## config.mk

```make
export PLATFORM = sky130hd
export DESIGN_NAME = parking_occupancy_arbiter_flat
export DESIGN_NICKNAME = d
export VERILOG_FILES = /design/src/rtl/parking_occupancy_arbiter_pkg.sv /design/src/rtl/parking_occupancy_arbiter_if.sv /design/src/rtl/parking_occupancy_arbiter_rr_arbiter.sv /design/src/rtl/parking_occupancy_arbiter.sv /design/src/flat_wrapper.sv
export SDC_FILE = /design/constraint.sdc
export NUM_CORES = 1
export LEC_CHECK = 0
export ABC_CLOCK_PERIOD_IN_PS = 2700
export CAP_MARGIN = 30
export CORE_UTILIZATION = 51
export DETAILED_ROUTE_END_ITERATION = 10
export PLACE_DENSITY = 0.82
export SLEW_MARGIN = 30
export SYNTH_ARGS = -nofsm -noshare
export SYNTH_HDL_FRONTEND = slang
export SYNTH_SLANG_ARGS = --single-unit
```

## constraint.sdc

```tcl
create_clock -name clk -period 2.7 [get_ports clk]
set_input_delay 0.54 -clock clk [delete_from_list [all_inputs] [get_ports clk]]
set_output_delay 0.54 -clock clk [all_outputs]
set_load 0.01 [all_outputs]
```

## src/rtl/parking_occupancy_arbiter_pkg.sv

```systemverilog
// Shared types for the parking occupancy arbiter: lot FSM encoding and slot numbering.
// Slot ordering is lane0.enter, lane0.exit, lane1.enter, lane1.exit, ...
package parking_pkg;

   typedef enum logic [1:0] {
      EMPTY = 2'd0,
      OPEN  = 2'd1,
      FULL  = 2'd2
   } occ_state_e;

   localparam int SLOT_ENTER = 0;
   localparam int SLOT_EXIT  = 1;

   function automatic int slot_idx(input int lane, input int is_exit);
      return lane * 2 + is_exit;
   endfunction

endpackage

```

## src/rtl/parking_occupancy_arbiter_if.sv

```systemverilog
// Lane request / occupancy status bundle between the lane FSMs and the arbiter.
// reject_count exists only when PARKING_REJECT_STATS_EN is defined.
interface parking_occupancy_arbiter_if #(
   parameter int NUM_LANES = 2,
   parameter int CNT_BITS  = 8
);
   import parking_pkg::*;

   localparam int LANE_W = (NUM_LANES > 1) ? $clog2(NUM_LANES) : 1;

   // Requests are 1-cycle pulses with no ready: the arbiter always accepts them and
   // latches them as pending; the strobes below are 1-cycle results with no back-pressure.
   logic [NUM_LANES-1:0] enter_req;
   logic [NUM_LANES-1:0] exit_req;
   logic                 clear_err;
   logic [CNT_BITS-1:0]  occupancy;
   logic                 full;
   logic                 empty;
   logic                 cnt_en;
   logic                 cnt_up;
   logic [LANE_W-1:0]    grant_lane;
   logic                 reject;
   logic                 underflow_err;
   logic                 overrun_err;
   occ_state_e           state;
`ifdef PARKING_REJECT_STATS_EN
   logic [7:0]           reject_count;
`endif

   modport master (
      output enter_req, exit_req, clear_err,
`ifdef PARKING_REJECT_STATS_EN
      input  reject_count,
`endif
      input  occupancy, full, empty, cnt_en, cnt_up, grant_lane,
      input  reject, underflow_err, overrun_err, state
   );

   modport slave (
      input  enter_req, exit_req, clear_err,
`ifdef PARKING_REJECT_STATS_EN
      output reject_count,
`endif
      output occupancy, full, empty, cnt_en, cnt_up, grant_lane,
      output reject, underflow_err, overrun_err, state
   );

endinterface

```

## src/rtl/parking_occupancy_arbiter_rr_arbiter.sv

```systemverilog
// Combinational round-robin picker: first pending slot at or after rr_ptr_i, wrapping.
// The pointer register is owned by the parent.
module rr_arbiter #(
   parameter int N  = 4,
   parameter int PW = 2
) (
   input  logic [N-1:0]  pending_i,
   input  logic [PW-1:0] rr_ptr_i,
   output logic          grant_valid_o,
   output logic [PW-1:0] grant_idx_o
);

   int idx;

   always_comb begin
      grant_valid_o = 1'b0;
      grant_idx_o   = '0;
      idx           = 0;
      for (int k = 0; k < N; k++) begin
         idx = int'(rr_ptr_i) + k;
         if (idx >= N) idx = idx - N;
         if (!grant_valid_o && pending_i[idx]) begin
            grant_valid_o = 1'b1;
            grant_idx_o   = PW'(idx);
         end
      end
   end

endmodule

```

## src/rtl/parking_occupancy_arbiter.sv

```systemverilog
// Shares one lot-occupancy counter between NUM_LANES lanes, one granted event per cycle.
// Optional feature macro: PARKING_REJECT_STATS_EN adds a saturating reject counter.
module parking_occupancy_arbiter
   import parking_pkg::*;
#(
   parameter int NUM_LANES = 2,
   parameter int CNT_BITS  = 8,
   parameter int CAPACITY  = 200
) (
   input logic                        clk,
   input logic                        reset_n,
   parking_occupancy_arbiter_if.slave bus
);

   localparam int NSLOT  = 2 * NUM_LANES;
   localparam int PW     = $clog2(NSLOT);
   localparam int LANE_W = (NUM_LANES > 1) ? $clog2(NUM_LANES) : 1;
   localparam logic [CNT_BITS-1:0] CAP = CNT_BITS'(CAPACITY);

   logic [NSLOT-1:0]    pending_q, pending_d, req_vec, grant_mask;
   logic [PW-1:0]       rr_ptr_q, rr_ptr_d, grant_idx;
   logic                grant_valid, grant_is_exit;
   logic [LANE_W-1:0]   grant_lane_w;
   logic [CNT_BITS-1:0] occ_q, occ_d;
   occ_state_e          state_q, state_d;
   logic                cnt_en_q, cnt_en_d, cnt_up_q, cnt_up_d, reject_q, reject_d;
   logic [LANE_W-1:0]   lane_q, lane_d;
   logic                underflow_q, underflow_d, underflow_set;
   logic                overrun_q, overrun_d, overrun_set;

   always_comb begin
      req_vec = '0;
      for (int l = 0; l < NUM_LANES; l++) begin
         req_vec[slot_idx(l, SLOT_ENTER)] = bus.enter_req[l];
         req_vec[slot_idx(l, SLOT_EXIT)]  = bus.exit_req[l];
      end
   end

   rr_arbiter #(.N(NSLOT), .PW(PW)) u_rr_arbiter (
      .pending_i     (pending_q),
      .rr_ptr_i      (rr_ptr_q),
      .grant_valid_o (grant_valid),
      .grant_idx_o   (grant_idx)
   );

   assign grant_is_exit = grant_idx[0];
   assign grant_lane_w  = LANE_W'(grant_idx >> 1);
   assign grant_mask    = grant_valid ? (NSLOT'(1) << grant_idx) : '0;

   // A pulse on the slot being granted this edge re-arms it instead of counting as overrun.
   always_comb begin
      pending_d   = (pending_q & ~grant_mask) | req_vec;
      overrun_set = |(req_vec & pending_q & ~grant_mask);
      rr_ptr_d    = rr_ptr_q;
      if (grant_valid) begin
         rr_ptr_d = (int'(grant_idx) == NSLOT - 1) ? '0 : grant_idx + 1'b1;
      end
   end

   always_comb begin
      occ_d         = occ_q;
      cnt_en_d      = 1'b0;
      cnt_up_d      = 1'b0;
      reject_d      = 1'b0;
      lane_d        = lane_q;
      underflow_set = 1'b0;
      if (grant_valid) begin
         lane_d = grant_lane_w;
         if (!grant_is_exit) begin
            if (state_q == FULL) begin
               reject_d = 1'b1;
            end else begin
               occ_d    = occ_q + 1'b1;
               cnt_en_d = 1'b1;
               cnt_up_d = 1'b1;
            end
         end else begin
            if (state_q == EMPTY) begin
               underflow_set = 1'b1;
            end else begin
               occ_d    = occ_q - 1'b1;
               cnt_en_d = 1'b1;
            end
         end
      end

      // With CAPACITY == 1 the EMPTY and FULL states step directly into each other.
      state_d = state_q;
      case (state_q)
         EMPTY:   if (occ_d != '0) state_d = (occ_d == CAP) ? FULL : OPEN;
         OPEN:    if (occ_d == CAP) state_d = FULL;
                  else if (occ_d == '0) state_d = EMPTY;
         FULL:    if (occ_d != CAP) state_d = (occ_d == '0) ? EMPTY : OPEN;
         default: state_d = EMPTY;
      endcase

      underflow_d = bus.clear_err ? 1'b0 : (underflow_q | underflow_set);
      overrun_d   = bus.clear_err ? 1'b0 : (overrun_q | overrun_set);
   end

   always_ff @(posedge clk or negedge reset_n) begin
      if (!reset_n) begin
         pending_q   <= '0;
         rr_ptr_q    <= '0;
         occ_q       <= '0;
         state_q     <= EMPTY;
         cnt_en_q    <= 1'b0;
         cnt_up_q    <= 1'b0;
         reject_q    <= 1'b0;
         lane_q      <= '0;
         underflow_q <= 1'b0;
         overrun_q   <= 1'b0;
      end else begin
         pending_q   <= pending_d;
         rr_ptr_q    <= rr_ptr_d;
         occ_q       <= occ_d;
         state_q     <= state_d;
         cnt_en_q    <= cnt_en_d;
         cnt_up_q    <= cnt_up_d;
         reject_q    <= reject_d;
         lane_q      <= lane_d;
         underflow_q <= underflow_d;
         overrun_q   <= overrun_d;
      end
   end

`ifdef PARKING_REJECT_STATS_EN
   logic [7:0] rej_cnt_q, rej_cnt_d;

   always_comb begin
      rej_cnt_d = rej_cnt_q;
      if (bus.clear_err)                          rej_cnt_d = '0;
      else if (reject_d && rej_cnt_q != 8'hFF)   rej_cnt_d = rej_cnt_q + 8'd1;
   end

   always_ff @(posedge clk or negedge reset_n) begin
      if (!reset_n) rej_cnt_q <= '0;
      else          rej_cnt_q <= rej_cnt_d;
   end

   assign bus.reject_count = rej_cnt_q;
`endif

   assign bus.occupancy     = occ_q;
   assign bus.full          = (state_q == FULL);
   assign bus.empty         = (state_q == EMPTY);
   assign bus.cnt_en        = cnt_en_q;
   assign bus.cnt_up        = cnt_up_q;
   assign bus.grant_lane    = lane_q;
   assign bus.reject        = reject_q;
   assign bus.underflow_err = underflow_q;
   assign bus.overrun_err   = overrun_q;
   assign bus.state         = state_q;

endmodule

```

## src/flat_wrapper.sv

```systemverilog
// flat-port wrapper written by rule: the top's interface ports become plain ports
module parking_occupancy_arbiter_flat import parking_pkg::*;
#(
   parameter int NUM_LANES = 2,
   parameter int CNT_BITS  = 8,
   parameter int CAPACITY  = 200
)
  (clk, reset_n, bus_enter_req, bus_exit_req, bus_clear_err, bus_occupancy, bus_full, bus_empty, bus_cnt_en, bus_cnt_up, bus_grant_lane, bus_reject, bus_underflow_err, bus_overrun_err, bus_state);
  parking_occupancy_arbiter_if #(.NUM_LANES(NUM_LANES), .CNT_BITS(CNT_BITS)) bus_i ();
  input logic clk;
  input logic reset_n;
  input wire logic [$bits(bus_i.enter_req)-1:0] bus_enter_req;
  input wire logic [$bits(bus_i.exit_req)-1:0] bus_exit_req;
  input wire logic [$bits(bus_i.clear_err)-1:0] bus_clear_err;
  output wire logic [$bits(bus_i.occupancy)-1:0] bus_occupancy;
  output wire logic [$bits(bus_i.full)-1:0] bus_full;
  output wire logic [$bits(bus_i.empty)-1:0] bus_empty;
  output wire logic [$bits(bus_i.cnt_en)-1:0] bus_cnt_en;
  output wire logic [$bits(bus_i.cnt_up)-1:0] bus_cnt_up;
  output wire logic [$bits(bus_i.grant_lane)-1:0] bus_grant_lane;
  output wire logic [$bits(bus_i.reject)-1:0] bus_reject;
  output wire logic [$bits(bus_i.underflow_err)-1:0] bus_underflow_err;
  output wire logic [$bits(bus_i.overrun_err)-1:0] bus_overrun_err;
  output wire logic [$bits(bus_i.state)-1:0] bus_state;
  assign bus_i.enter_req = bus_enter_req;
  assign bus_i.exit_req = bus_exit_req;
  assign bus_i.clear_err = bus_clear_err;
  assign bus_occupancy = bus_i.occupancy;
  assign bus_full = bus_i.full;
  assign bus_empty = bus_i.empty;
  assign bus_cnt_en = bus_i.cnt_en;
  assign bus_cnt_up = bus_i.cnt_up;
  assign bus_grant_lane = bus_i.grant_lane;
  assign bus_reject = bus_i.reject;
  assign bus_underflow_err = bus_i.underflow_err;
  assign bus_overrun_err = bus_i.overrun_err;
  assign bus_state = bus_i.state;
  parking_occupancy_arbiter #(.NUM_LANES(NUM_LANES), .CNT_BITS(CNT_BITS), .CAPACITY(CAPACITY)) u_core (.clk(clk), .reset_n(reset_n), .bus(bus_i));
endmodule
```

==> run metrics <==
worst r2r path cells 9; area grow syn2layout 31.80%; CP Launch Type flop; Sw Pwr roughly 1.1 mW; CTS tree built; worst rel slew slack 0.5504; internal power about 1.3 mW; Die Y 52 um; largest net degree at the start of global routing 23; ratio of cells with drive above 1 in the final layout 0.1807; crit-path cells buf_4, nor2_1, clkdlybuf4s50_1; Cell Pwr Density roughly 1400 nW/um2; peak supply drop about 1000 uV; critical path depth in cells 3; Final ANT Viol Nets 0; hpwl dp 2359 um; post-route clock skew between 0.015 and 0.02 ns; Syn Inst Count between 100 and 150; switch share 0.4473; crit path time final between 2 and 3 ns; Arr. time, crit path about 2.1 ns; Die W ~52 um; Max Used Layer met4; Crit Path Class flop to output pin; Synth Flop Type dfrtp_1; CTS max path bufs 2; status finished, final reports clean; Distinct cells, synth 44; worst reg2reg endpoint u_core.bus.state[1]; register area share after synthesis 0.4318; CP endpoint bus_empty; Hold Vio Cnt, Final 0; area of the multi-input gates between 600 and 700 um2; DRT iter0 DRCs 48; Post-synth EDFFs 0; Avg Synthesized Cell Area between 9 and 10 um2; Slew Limit Fails 0; most frequent cells in the layout clkdlybuf4s50_1 (24), dfrtp_1 (20), nor2_1 (12), nand2_1 (12), buf_4 (10); IO Port Bufs 24; Post-Syn Nets approximately 140; row cnt 17; fmax roughly 380 MHz; met2 routed WL ~1800 um; Clk pwr share 0.111; Final setup viols 0; register area 553.0 um2; global-route wire length before repair ~5500 um; Worst Setup SP u_core.bus.state[0]; Hold/Removal Path Class flop to flop; vias in the first global route approximately 1200; worst reg2reg startpoint u_core.bus.state[1]; Clock Sinks 22; Required @ worst endpoint between 2 and 2.5 ns; filler cell count in the final layout 155; Synth Register Bits 22; gp weighted congestion 0.8829; number of nets in the layout 180; Max FO, Critical Path 9; final core occ 0.7383; MaxCap Viol Count 0; Max stage delay on crit path 0.66 ns; setup TNS 0 ns; drt via density slightly above 6; residual DRC count 0; RSZ-0062 raised after global routing no; CTS root buffer clkbuf_4; Detailed Route WL between 3000 and 4000 um; synthesized area about 1300 um2; initial antenna violation count 0; hold-fix buffers at CTS 0; antenna diode count 0; htree depth 1; worst-margin pin slew between 0.6 and 0.7 ns; Combinational Power Share 0.615; CTS buffer count 3; Clock transition at path regs between 0.1 and 0.15 ns; crit path buf inv count 2; sequential share of power 0.274; via count 1185; Die ar. about 2700 um2; crit share post-route 0.9801; Starting Density 0.5602; slowest stage cell, crit path clkdlybuf4s50_1; Ys Warns 0; Leak between 0.7 and 0.8 nW; Global Route Usage Sum 0.2828; r2r setup slk approximately 0.13 ns; WL per Instance around 18 um; grt ovf 0; met3 WL between 200 and 250 um; I/O Pins 25; commonest non-fill, non-tap cell in the layout clkdlybuf4s50_1; CP Capture Type output pin; Crit path max-delay family buffers and inverters; TritonRoute pass-1 iters 4; core area 2276 um2; Clk Latency, worst-skew pair 0.34 ns; detailed-routing wirelength on met1 about 1400 um; Async SR Flop Fraction 1.000
==> kinds of logic after synthesis <==
kind of cell,share of synthesized area
and+or+nand+nor,0.2738
muxes,0.02355
buffers and inverters,0.04024
AOI/OAI and AO/OA,0.1237
xor gates and xnor gates,0.04809
adders and majority gates,0.05888
DFF,0.4318
==> through the flow <==
stage / hold WS (ns) / std cells / setup WS (ns) / area (um2) / total power [mW]
finish: 0.5189 / 194 / 0.05368 / 1680 / 2.409
global route: 0.5359 / 194 / 0.01325 / 1680 / 2.546
CTS: 0.5219 / 192 / 0.05469 / 1652 / 2.328
detailed placement: 0.4889 / 188 / 0.08479 / 1599 / 2.044
global placement: 0.4640 / 188 / 0.2000 / 1599 / 1.995
floorplan: 0.2444 / 129 / 0.2650 / 1275 / 1.541
==> power groups by stage <==
stage | Sequential [mW] | Combinational [mW] | Clock, mW
6_report | 0.660 | 1.48 | 0.267
5_1_grt | 0.681 | 1.59 | 0.280
4_1_cts | 0.649 | 1.41 | 0.267
3_5_place_dp | 0.657 | 1.39 | 0
3_3_place_gp | 0.648 | 1.35 | 0
2_1_floorplan | 0.687 | 0.854 | 0
==> repair_timing <==
| item | in CTS | in global routing |
|---|---|---|
| endpoints found under the setup margin | 0 | 2 |
| setup buffers | 0 | 2 |
| resized for setup | 0 | 5 |
==> worst min path at each step <==
| stage | from | end | slack (ns) | depth (start not counted) |
|---|---|---|---|---|
| 2_1_floorplan | reset_n | u_core.bus.cnt_en | 0.24 | 0 |
| 4_1_cts | u_core.bus.underflow_err | u_core.bus.underflow_err | 0.52 | 2 |
| 3_5_place_dp | u_core.bus.underflow_err | u_core.bus.underflow_err | 0.49 | 2 |
| 6_report | u_core.bus.underflow_err | u_core.bus.underflow_err | 0.52 | 2 |
| 3_3_place_gp | u_core.bus.grant_lane | u_core.bus.grant_lane | 0.46 | 2 |
| 5_1_grt | u_core.bus.grant_lane | u_core.bus.grant_lane | 0.54 | 2 |
==> registers in the layout, summed over array words and instances (netlist names) <==
signal,count
u_core.bus.cnt_up,1
u_core.bus.reject,1
u_core.bus.state,2
u_core.bus.cnt_en,1
u_core.bus.grant_lane,1
u_core.bus.occupancy,8
u_core.bus.overrun_err,1
u_core.pending_q,4
u_core.bus.underflow_err,1
u_core.rr_ptr_q,2
==> metal layers <==
metal  global-route usage  vias up
li1                     -      529
met1               0.3383      579
met2               0.4679       62
met3              0.06725       15
met4               0.1441        0
met5                    0        -
==> synth_stat cells, types with 4 or more instances <==
master / count / area, um2
nand3_1: 4 / 20.02
xnor2_1: 6 / 52.55
a21o_1: 5 / 37.54
ha_1: 6 / 75.07
nor2_1: 12 / 45.04
nand2_1: 12 / 45.04
inv_1: 8 / 30.03
dfrtp_1: 22 / 550.5
==> area by class of cell <==
cell class,count,area share
tap,28,0.02085
clock inverter,1,0.01787
inverter,10,0.02383
multi-input combinational,96,0.4073
sequential,22,0.3291
timing repair buffer,34,0.1876
clock buffer,3,0.01340
==> tightest hold or removal path, delay by kind of cell, from the launching register on <==
| family | cells | cell delay (ns) |
|---|---|---|
| AOI/OAI and AO/OA | 1 | 0.04 |
| DFF | 1 | 0.37 |
| and+or+nand+nor | 1 | 0.08 |
No activity file was read; power rests on OpenSTA's default activity.
